$ cat src/rtl/elevator_pkg.sv
// -----------------------------------------------------------------------------
// elevator_pkg
//   Types and constants shared between the call-request front end
//   (call_request_latch) and the car controller (elevator_fsm).
//   NUM_FLOORS : number of floors, which is also the number of buttons per panel
//   FLOOR_W    : width of a floor index
//   floor_t    : a floor index
//   req_vec_t  : one bit per floor (requests, lamps, masks)
// -----------------------------------------------------------------------------
package elevator_pkg;

  localparam int NUM_FLOORS = 4;
  localparam int FLOOR_W    = $clog2(NUM_FLOORS);

  typedef logic [FLOOR_W-1:0]    floor_t;
  typedef logic [NUM_FLOORS-1:0] req_vec_t;

  // One-hot mask for floor f. An index beyond the last floor is possible when
  // NUM_FLOORS is not a power of two; such an index yields an all-zero mask.
  function automatic req_vec_t floor_onehot(input floor_t f);
    req_vec_t m;
    m = '0;
    for (int k = 0; k < NUM_FLOORS; k++) begin
      if (f == floor_t'(k)) m[k] = 1'b1;
    end
    return m;
  endfunction

endpackage

$ cat src/rtl/call_request_latch_debounce.sv
// -----------------------------------------------------------------------------
// btn_debounce
//   Conditions one raw push button. A 2-flop synchroniser feeds a debouncer
//   that accepts a level change only after DEBOUNCE_CYCLES consecutive
//   synchronised samples disagree with the current debounced level. A press
//   event is a registered one-cycle pulse on the debounced 0->1 transition.
//   Release produces no event.
// Ports
//   clk   in  system clock, rising edge
//   rst   in  asynchronous reset, active-low
//   raw   in  raw button level, asynchronous, 1 = pressed
//   press out one-cycle pulse per accepted press
//   level out debounced button level
// Parameters
//   DEBOUNCE_CYCLES  stable samples needed to accept a change (>= 2)
// -----------------------------------------------------------------------------
module btn_debounce #(
  parameter int DEBOUNCE_CYCLES = 4
) (
  input  logic clk,
  input  logic rst,
  input  logic raw,
  output logic press,
  output logic level
);

  localparam int                CNT_W    = $clog2(DEBOUNCE_CYCLES);
  localparam logic [CNT_W-1:0]  CNT_LAST = CNT_W'(DEBOUNCE_CYCLES - 1);

  logic             sync_meta;
  logic             sync;
  logic             deb;
  logic             deb_d;
  logic [CNT_W-1:0] cnt;

  // NOTE: every flop here uses <= so all of them sample the values from
  // before the edge; blocking assignments would collapse the synchroniser
  // into a single stage and break the counter/level ordering.
  always_ff @(posedge clk or negedge rst) begin
    if (!rst) begin
      sync_meta <= 1'b0;
      sync      <= 1'b0;
      deb       <= 1'b0;
      deb_d     <= 1'b0;
      cnt       <= '0;
      press     <= 1'b0;
    end else begin
      sync_meta <= raw;
      sync      <= sync_meta;
      deb_d     <= deb;
      // Registered so that the press reaches the request latch one cycle
      // after deb rises, fixing the raw-to-request latency.
      press     <= deb & ~deb_d;

      if (sync == deb) begin
        cnt <= '0;
      end else if (cnt == CNT_LAST) begin
        // This sample is the last of the run of disagreeing samples.
        deb <= sync;
        cnt <= '0;
      end else begin
        cnt <= cnt + 1'b1;
      end
    end
  end

  assign level = deb;

endmodule

$ cat src/rtl/call_request_latch.sv
// -----------------------------------------------------------------------------
// call_request_latch
//   Front end of the elevator controller. Debounces every hall and cabin
//   button. Latches each accepted press as a pending request. Clears the
//   requests of the floor being serviced (door open at current_floor). The
//   pending vectors are held levels into elevator_fsm and also drive the
//   button lamps.
// Ports
//   clk            in  system clock, rising edge
//   rst            in  asynchronous reset, active-low
//   hall_btn_raw   in  raw hall call buttons, 1 = pressed
//   cab_btn_raw    in  raw cabin call buttons, 1 = pressed
//   current_floor  in  car position
//   door_open      in  door-open flag; services current_floor while high
//   f_req          out pending hall requests / hall lamps
//   c_req          out pending cabin requests / cabin lamps
//   req_any        out OR of all pending requests
// Configuration
//   CAB_CANCEL_EN  when defined, a press on an already-pending cabin button
//                  cancels that request. Hall requests are never cancellable.
//                  Servicing a floor still wins over a same-cycle press.
// -----------------------------------------------------------------------------
module call_request_latch
  import elevator_pkg::*;
#(
  parameter int DEBOUNCE_CYCLES = 4
) (
  input  logic                  clk,
  input  logic                  rst,
  input  logic [NUM_FLOORS-1:0] hall_btn_raw,
  input  logic [NUM_FLOORS-1:0] cab_btn_raw,
  input  logic [FLOOR_W-1:0]    current_floor,
  input  logic                  door_open,
  output logic [NUM_FLOORS-1:0] f_req,
  output logic [NUM_FLOORS-1:0] c_req,
  output logic                  req_any
);

  req_vec_t hall_press;
  req_vec_t cab_press;
  req_vec_t hall_level;
  req_vec_t cab_level;
  req_vec_t svc;
  req_vec_t f_next;
  req_vec_t c_next;

  for (genvar k = 0; k < NUM_FLOORS; k++) begin : g_btn
    btn_debounce #(
      .DEBOUNCE_CYCLES (DEBOUNCE_CYCLES)
    ) u_hall (
      .clk   (clk),
      .rst   (rst),
      .raw   (hall_btn_raw[k]),
      .press (hall_press[k]),
      .level (hall_level[k])
    );

    btn_debounce #(
      .DEBOUNCE_CYCLES (DEBOUNCE_CYCLES)
    ) u_cab (
      .clk   (clk),
      .rst   (rst),
      .raw   (cab_btn_raw[k]),
      .press (cab_press[k]),
      .level (cab_level[k])
    );
  end

  // NOTE: svc is assigned on every path before it is used, so this block
  // stays purely combinational and infers no latch.
  always_comb begin
    svc    = door_open ? floor_onehot(current_floor) : '0;
    // Masking with ~svc last gives service priority over a same-cycle press.
    f_next = (f_req | hall_press) & ~svc;
`ifdef CAB_CANCEL_EN
    // A press on a pending cabin call toggles it off (passenger cancel).
    c_next = (c_req ^ cab_press) & ~svc;
`else
    c_next = (c_req | cab_press) & ~svc;
`endif
  end

  always_ff @(posedge clk or negedge rst) begin
    if (!rst) begin
      f_req <= '0;
      c_req <= '0;
    end else begin
      f_req <= f_next;
      c_req <= c_next;
    end
  end

  // Derived only from flops, so it is glitch-free in practice.
  assign req_any = |{f_req, c_req};

  // The debounced levels are not needed by the latch. Folding them into an
  // unused reduction keeps them visible for debug.
  logic level_unused;
  assign level_unused = ^{hall_level, cab_level};

endmodule

$ cat config.mk
export PLATFORM = sky130hd
export DESIGN_NAME = call_request_latch
export DESIGN_NICKNAME = d
export VERILOG_FILES = /design/src/rtl/elevator_pkg.sv /design/src/rtl/call_request_latch_debounce.sv /design/src/rtl/call_request_latch.sv
export SDC_FILE = /design/constraint.sdc
export NUM_CORES = 1
export LEC_CHECK = 0
export BUFFER_PORTS_ARGS = -buffer_cell sky130_fd_sc_hd__buf_2
export CORE_AREA = 2 2 60 90
export DETAILED_ROUTE_END_ITERATION = 10
export DIE_AREA = 0 0 62 92
export PLACE_DENSITY_LB_ADDON = 0.25
export SYNTH_ARGS = -nofsm -noshare
export SYNTH_HDL_FRONTEND = slang
export SYNTH_SLANG_ARGS = --single-unit
$ cat constraint.sdc
create_clock -name clk -period 1.2 [get_ports clk]
set_input_delay 0.24 -clock clk [delete_from_list [all_inputs] [get_ports clk]]
set_output_delay 0.24 -clock clk [all_outputs]
set_load 0.02 [all_outputs]
* Yosys cells after proc, flatten, opt, wreduce, memory -nomap -nowiden
Cells that the tools add are included.
** Word-level totals
- Input bits :: 13
- Output and inout bits :: 9
- Bits in registers :: 64
- Logic and storage cells :: 137
** Operators by class
- Equal/unequal tests :: 19
- Reductions and logical operators :: 10
- Muxes and demuxes :: 21
- Bitwise logic cells :: 29
- $add $sub $neg :: 8
** Operators by type and width (count)
- two-way mux 2 bit :: 16
- == test 2 bit (second input constant) :: 10
- adder 2 x 1 -> 2 bit (second input constant) :: 8
- inverter 1 bit :: 16
- AND reduction 2 bit :: 8
- AND 1 bit :: 8
- AND 4 bit :: 2
- == test 1 bit :: 8
- bitwise OR 4 bit :: 2
- OR reduction 8 bit :: 1
- two-way mux 1 bit :: 4
- two-way mux 4 bit :: 1
- inverter 4 bit :: 1
- == test 2 x 1 -> 1 bit (second input constant) :: 1
- logical NOT 2 bit :: 1

* Longest topological paths before layout
- Word-level depth :: 5
- Gate-level depth with buffers :: 2
- Mapped depth without buffers :: 2

* Cells and area by module
Synthesis repeated with hierarchy kept, for this count alone.
** Second synthesis, totals
- Cell total of the unflattened synthesis :: 129
- Area, all modules :: 2149.6 um2
** Modules (own cells, without submodules)
- btn_debounce :: instances 8, cells an instance 13, sequential area each 175.2 um2, area each 230.2 um2
- call_request_latch :: instances 1, cells an instance 25, sequential area each 200.2 um2, area each 307.8 um2

* Worst setup path before layout
OpenSTA, ideal clock, no wires.
- Path type :: register to output
- Start :: register f_req[0]
- End :: output port req_any
- Setup slack :: 59 ps
- Stages on the path, launching flop included :: 3
- Data arrival time :: 901 ps
- Path buffers :: 0
- Required time :: 960 ps
- Path through :: dfrtp_1 -> nor4_1 -> nand2_1
** On the way
- Cells in the longest elaborated chain, start to end :: 1
** Ends and longest elaborated chain
- from (decl) :: RTL line call_request_latch.sv:34 : output logic [NUM_FLOORS-1:0] f_req,
- from (signal assigned) :: RTL line call_request_latch.sv:88 : f_req <= f_next;
- OR reduction 8 bit :: RTL line call_request_latch.sv:94 : assign req_any = |{f_req, c_req};
- to (decl) :: RTL line call_request_latch.sv:36 : output logic req_any
Every way passes these cells.

* Final worst setup path
- Start :: register f_req[1]
- End :: output port req_any
The elaborated chain is that of the path after synthesis.

==> impl_metrics.ini <==
[finish]
num_antenna_cells = 0
design_area_um2 = 2710
num-nets-final = 194
final_core_util = 0.541
area_growth_pct = 26.0
drive_above_1_share = 0.292

[timing]
setup_viol = 2
hold_viol_final = 0
timing.final.max_slew_violations = 0
rsz0062_at_grt = yes
slew_headroom = 0.806
worst_slew_pin_slew_ps = 291
period_needed_ps = 1470
fin_worst_skew_ps = 7.60
period_share = 1.23
fmax_ghz = 0.679
fin_ws_ps = -272

[detailed_routing]
drt-pass1-iter-count = 2
post_drt_wl_per_cell_um = 11.8
drc = 0
route.vias.total = 1114
drtIter0Drc = 29
vias_per_cell = 4.53
ant_nets = 0
detail_route.wirelength_um = 2900

[setup_path]
r2r_cells = 2
crit_start = f_req[1]$_DFF_PN0_
cp_max_fo = 2
setup.worst_path.end_class = primary output
reg2reg_from = g_btn[3].u_cab.cnt[0]$_DFF_PN0_
crit_path_start_kind = register
worstPathRequired_ps = 960
timing.rr.end = g_btn[3].u_cab.level$_DFFE_PN0P_
worst_ep_arrival_time_ps = 1230
r2r_slack_ps = 130
worstSetupPathType = register to primary output

[yosys]
synth_fp_nets = 150
synth_common_cells = 64 x dfrtp_1, 16 x nor2b_1
synth.area.top_cells = dfrtp_1 75%, ha_1 4.7%, nor2b_1 4.7%
synth_edf_count = 0
yosys_register_bits = 64
synthFlopType = dfrtp_1
ys_seq_area_frac = 0.745
avgSynthCellArea_um2 = 16.7
synth.top_cell.area_share = 0.745
syn_inst = 129
synth_cell_types = 14
synth_top_area_cell = dfrtp_1
syn_area_um2 = 2150
ys_warn_count = 0
async_flop_share = 1.00
yosysMostFrequentCell = dfrtp_1

[clock_network]
cts_max_level = 3
clk_path_buf_depth = 2
numCtsBuffers = 9
clk-insertion-delay-late_ps = 330
cts_tree = yes
clk_pin_slew_worst_paths_ps = 70
clkSinkCount = 64
clockRootBuffer = clkbuf_8

[die]
chipWidth_um = 62
core_area_um2 = 5000
die_y_um = 92
dieArea_um2 = 5700
fp-row-count = 32
initial_utilization = 0.430
io-pin-count = 22

[min_path]
holdPathEnd = g_btn[2].u_cab.sync_meta$_DFF_PN0_
hold_path_class = primary input to register
holdPathStages = 1
worstHoldStart = cab_btn_raw[2]

[flow_run]
cap_viol_max_count = 0

[run_status]
outcome = finished, violations left
violations = negative setup slack

[grt]
track_usage = 0.122
antenna_found_initial = 0
gr-total-overflow = 0
grt_pass1_vias = 1153
grt_max_degree = 43
grt_pass1_wl_um = 4910

[placement]
io_buffers = 21
place.gp.congestion = 0.635
placed_area_um2 = 2370
dp_hpwl_um = 1960
post-place-ws_ps = -2.73

[power]
p_per_area_nw_per_um2 = 2510
p_leak_nw = 1.25
peakVddDrop_v = 0.00101
finalPower_mw = 6.80
where the power goes:
part	total, mW	switching (mW)	internal [mW]
Clock	1.92	0.738	1.18
Combinational	1.45	0.660	0.793
Sequential	3.42	0.485	2.94
cell type report:
class	count	area (um^2)
fillers	413	2300
well taps	68	85.1
clock inverters	2	35.0
flip-flops and latches	64	1600
repair buffers	33	244
clock buffers	14	183
multi-input cells	65	561
registers in the layout, summed over array words and instances, names as in the netlist:
name                    count
g_btn.u_cab.sync_meta       4
g_btn.u_cab.deb_d           4
g_btn.u_hall.sync_meta      4
g_btn.u_cab.cnt             8
g_btn.u_hall.cnt            8
g_btn.u_cab.press           4
g_btn.u_hall.press          4
g_btn.u_cab.level           4
f_req                       4
c_req                       4
g_btn.u_cab.sync            4
g_btn.u_hall.level          4
g_btn.u_hall.deb_d          4
g_btn.u_hall.sync           4
per-layer routing:
metal / global-route usage / part of all wire
met2: 0.182 / 0.51
met5: 0 / 0
met4: 0.0638 / 0.025
met1: 0.136 / 0.41
met3: 0.0677 / 0.055
worst max path at each step:
stage          slack (ps)  cells past startpoint      end
6_report             -270                      3  req_any
3_5_place_dp           -3                      3  req_any
4_1_cts              -330                      3  req_any
5_1_grt              -350                      3  req_any
2_1_floorplan          60                      2  req_any
3_3_place_gp           70                      3  req_any
per-stage QoR:
stage | hold slack, ps | setup TNS (ps) | std cells
floorplan | -55.6 | 0 | 129
global placement | 138 | 0 | 220
detailed placement | 141 | -2.73 | 220
CTS | 0.109 | -384 | 244
global route | 4.50 | -529 | 246
finish | 19.5 | -413 | 246
logic make-up (layout without fill, tap and decap cells):
family	after synthesis	count (layout)	share of synthesized area
multiplexers	8	8	0.0419
buffers and inverters	0	49	0
AO/OA/AOI/OAI	6	6	0.0221
adder cells (fa/ha/maj)	8	8	0.0466
AND/OR/NAND/NOR	35	35	0.112
XOR/XNOR	8	8	0.0326
flip-flops	64	64	0.745
critical path, cell delays in order, from the launching register on:
cell and delay [ps]:
dfrtp_1 400, nor4_2 270, nand2_1 90, buf_6 140
layout by cell type, fill, tap and decap left out:
cell type and instances:
buf_12 1, buf_2 18, buf_4 4, buf_6 3, bufinv_16 1, clkbuf_1 1, clkbuf_8 13, clkinv_2 1
dfrtp_1 64, dlygate4sd3_1 7, ha_1 8, mux2_1 8, nand2_1 2, nand3_1 1, nand3b_1 1, nor2_1 4
nor2b_1 16, nor3_2 8, nor3b_2 1, nor4_2 2, o21a_1 4, o22a_1 2, xnor2_1 8
timing repair:
action / in CTS / in global routing
hold endpoints to repair: 17 / 0
setup buffers: 1 / 2
setup endpoints to repair: 1 / 2
pin swaps: 2 / 0
gates resized for setup: 5 / 3
hold buffers: 7 / 0
Power figures use the tool's default switching activity.
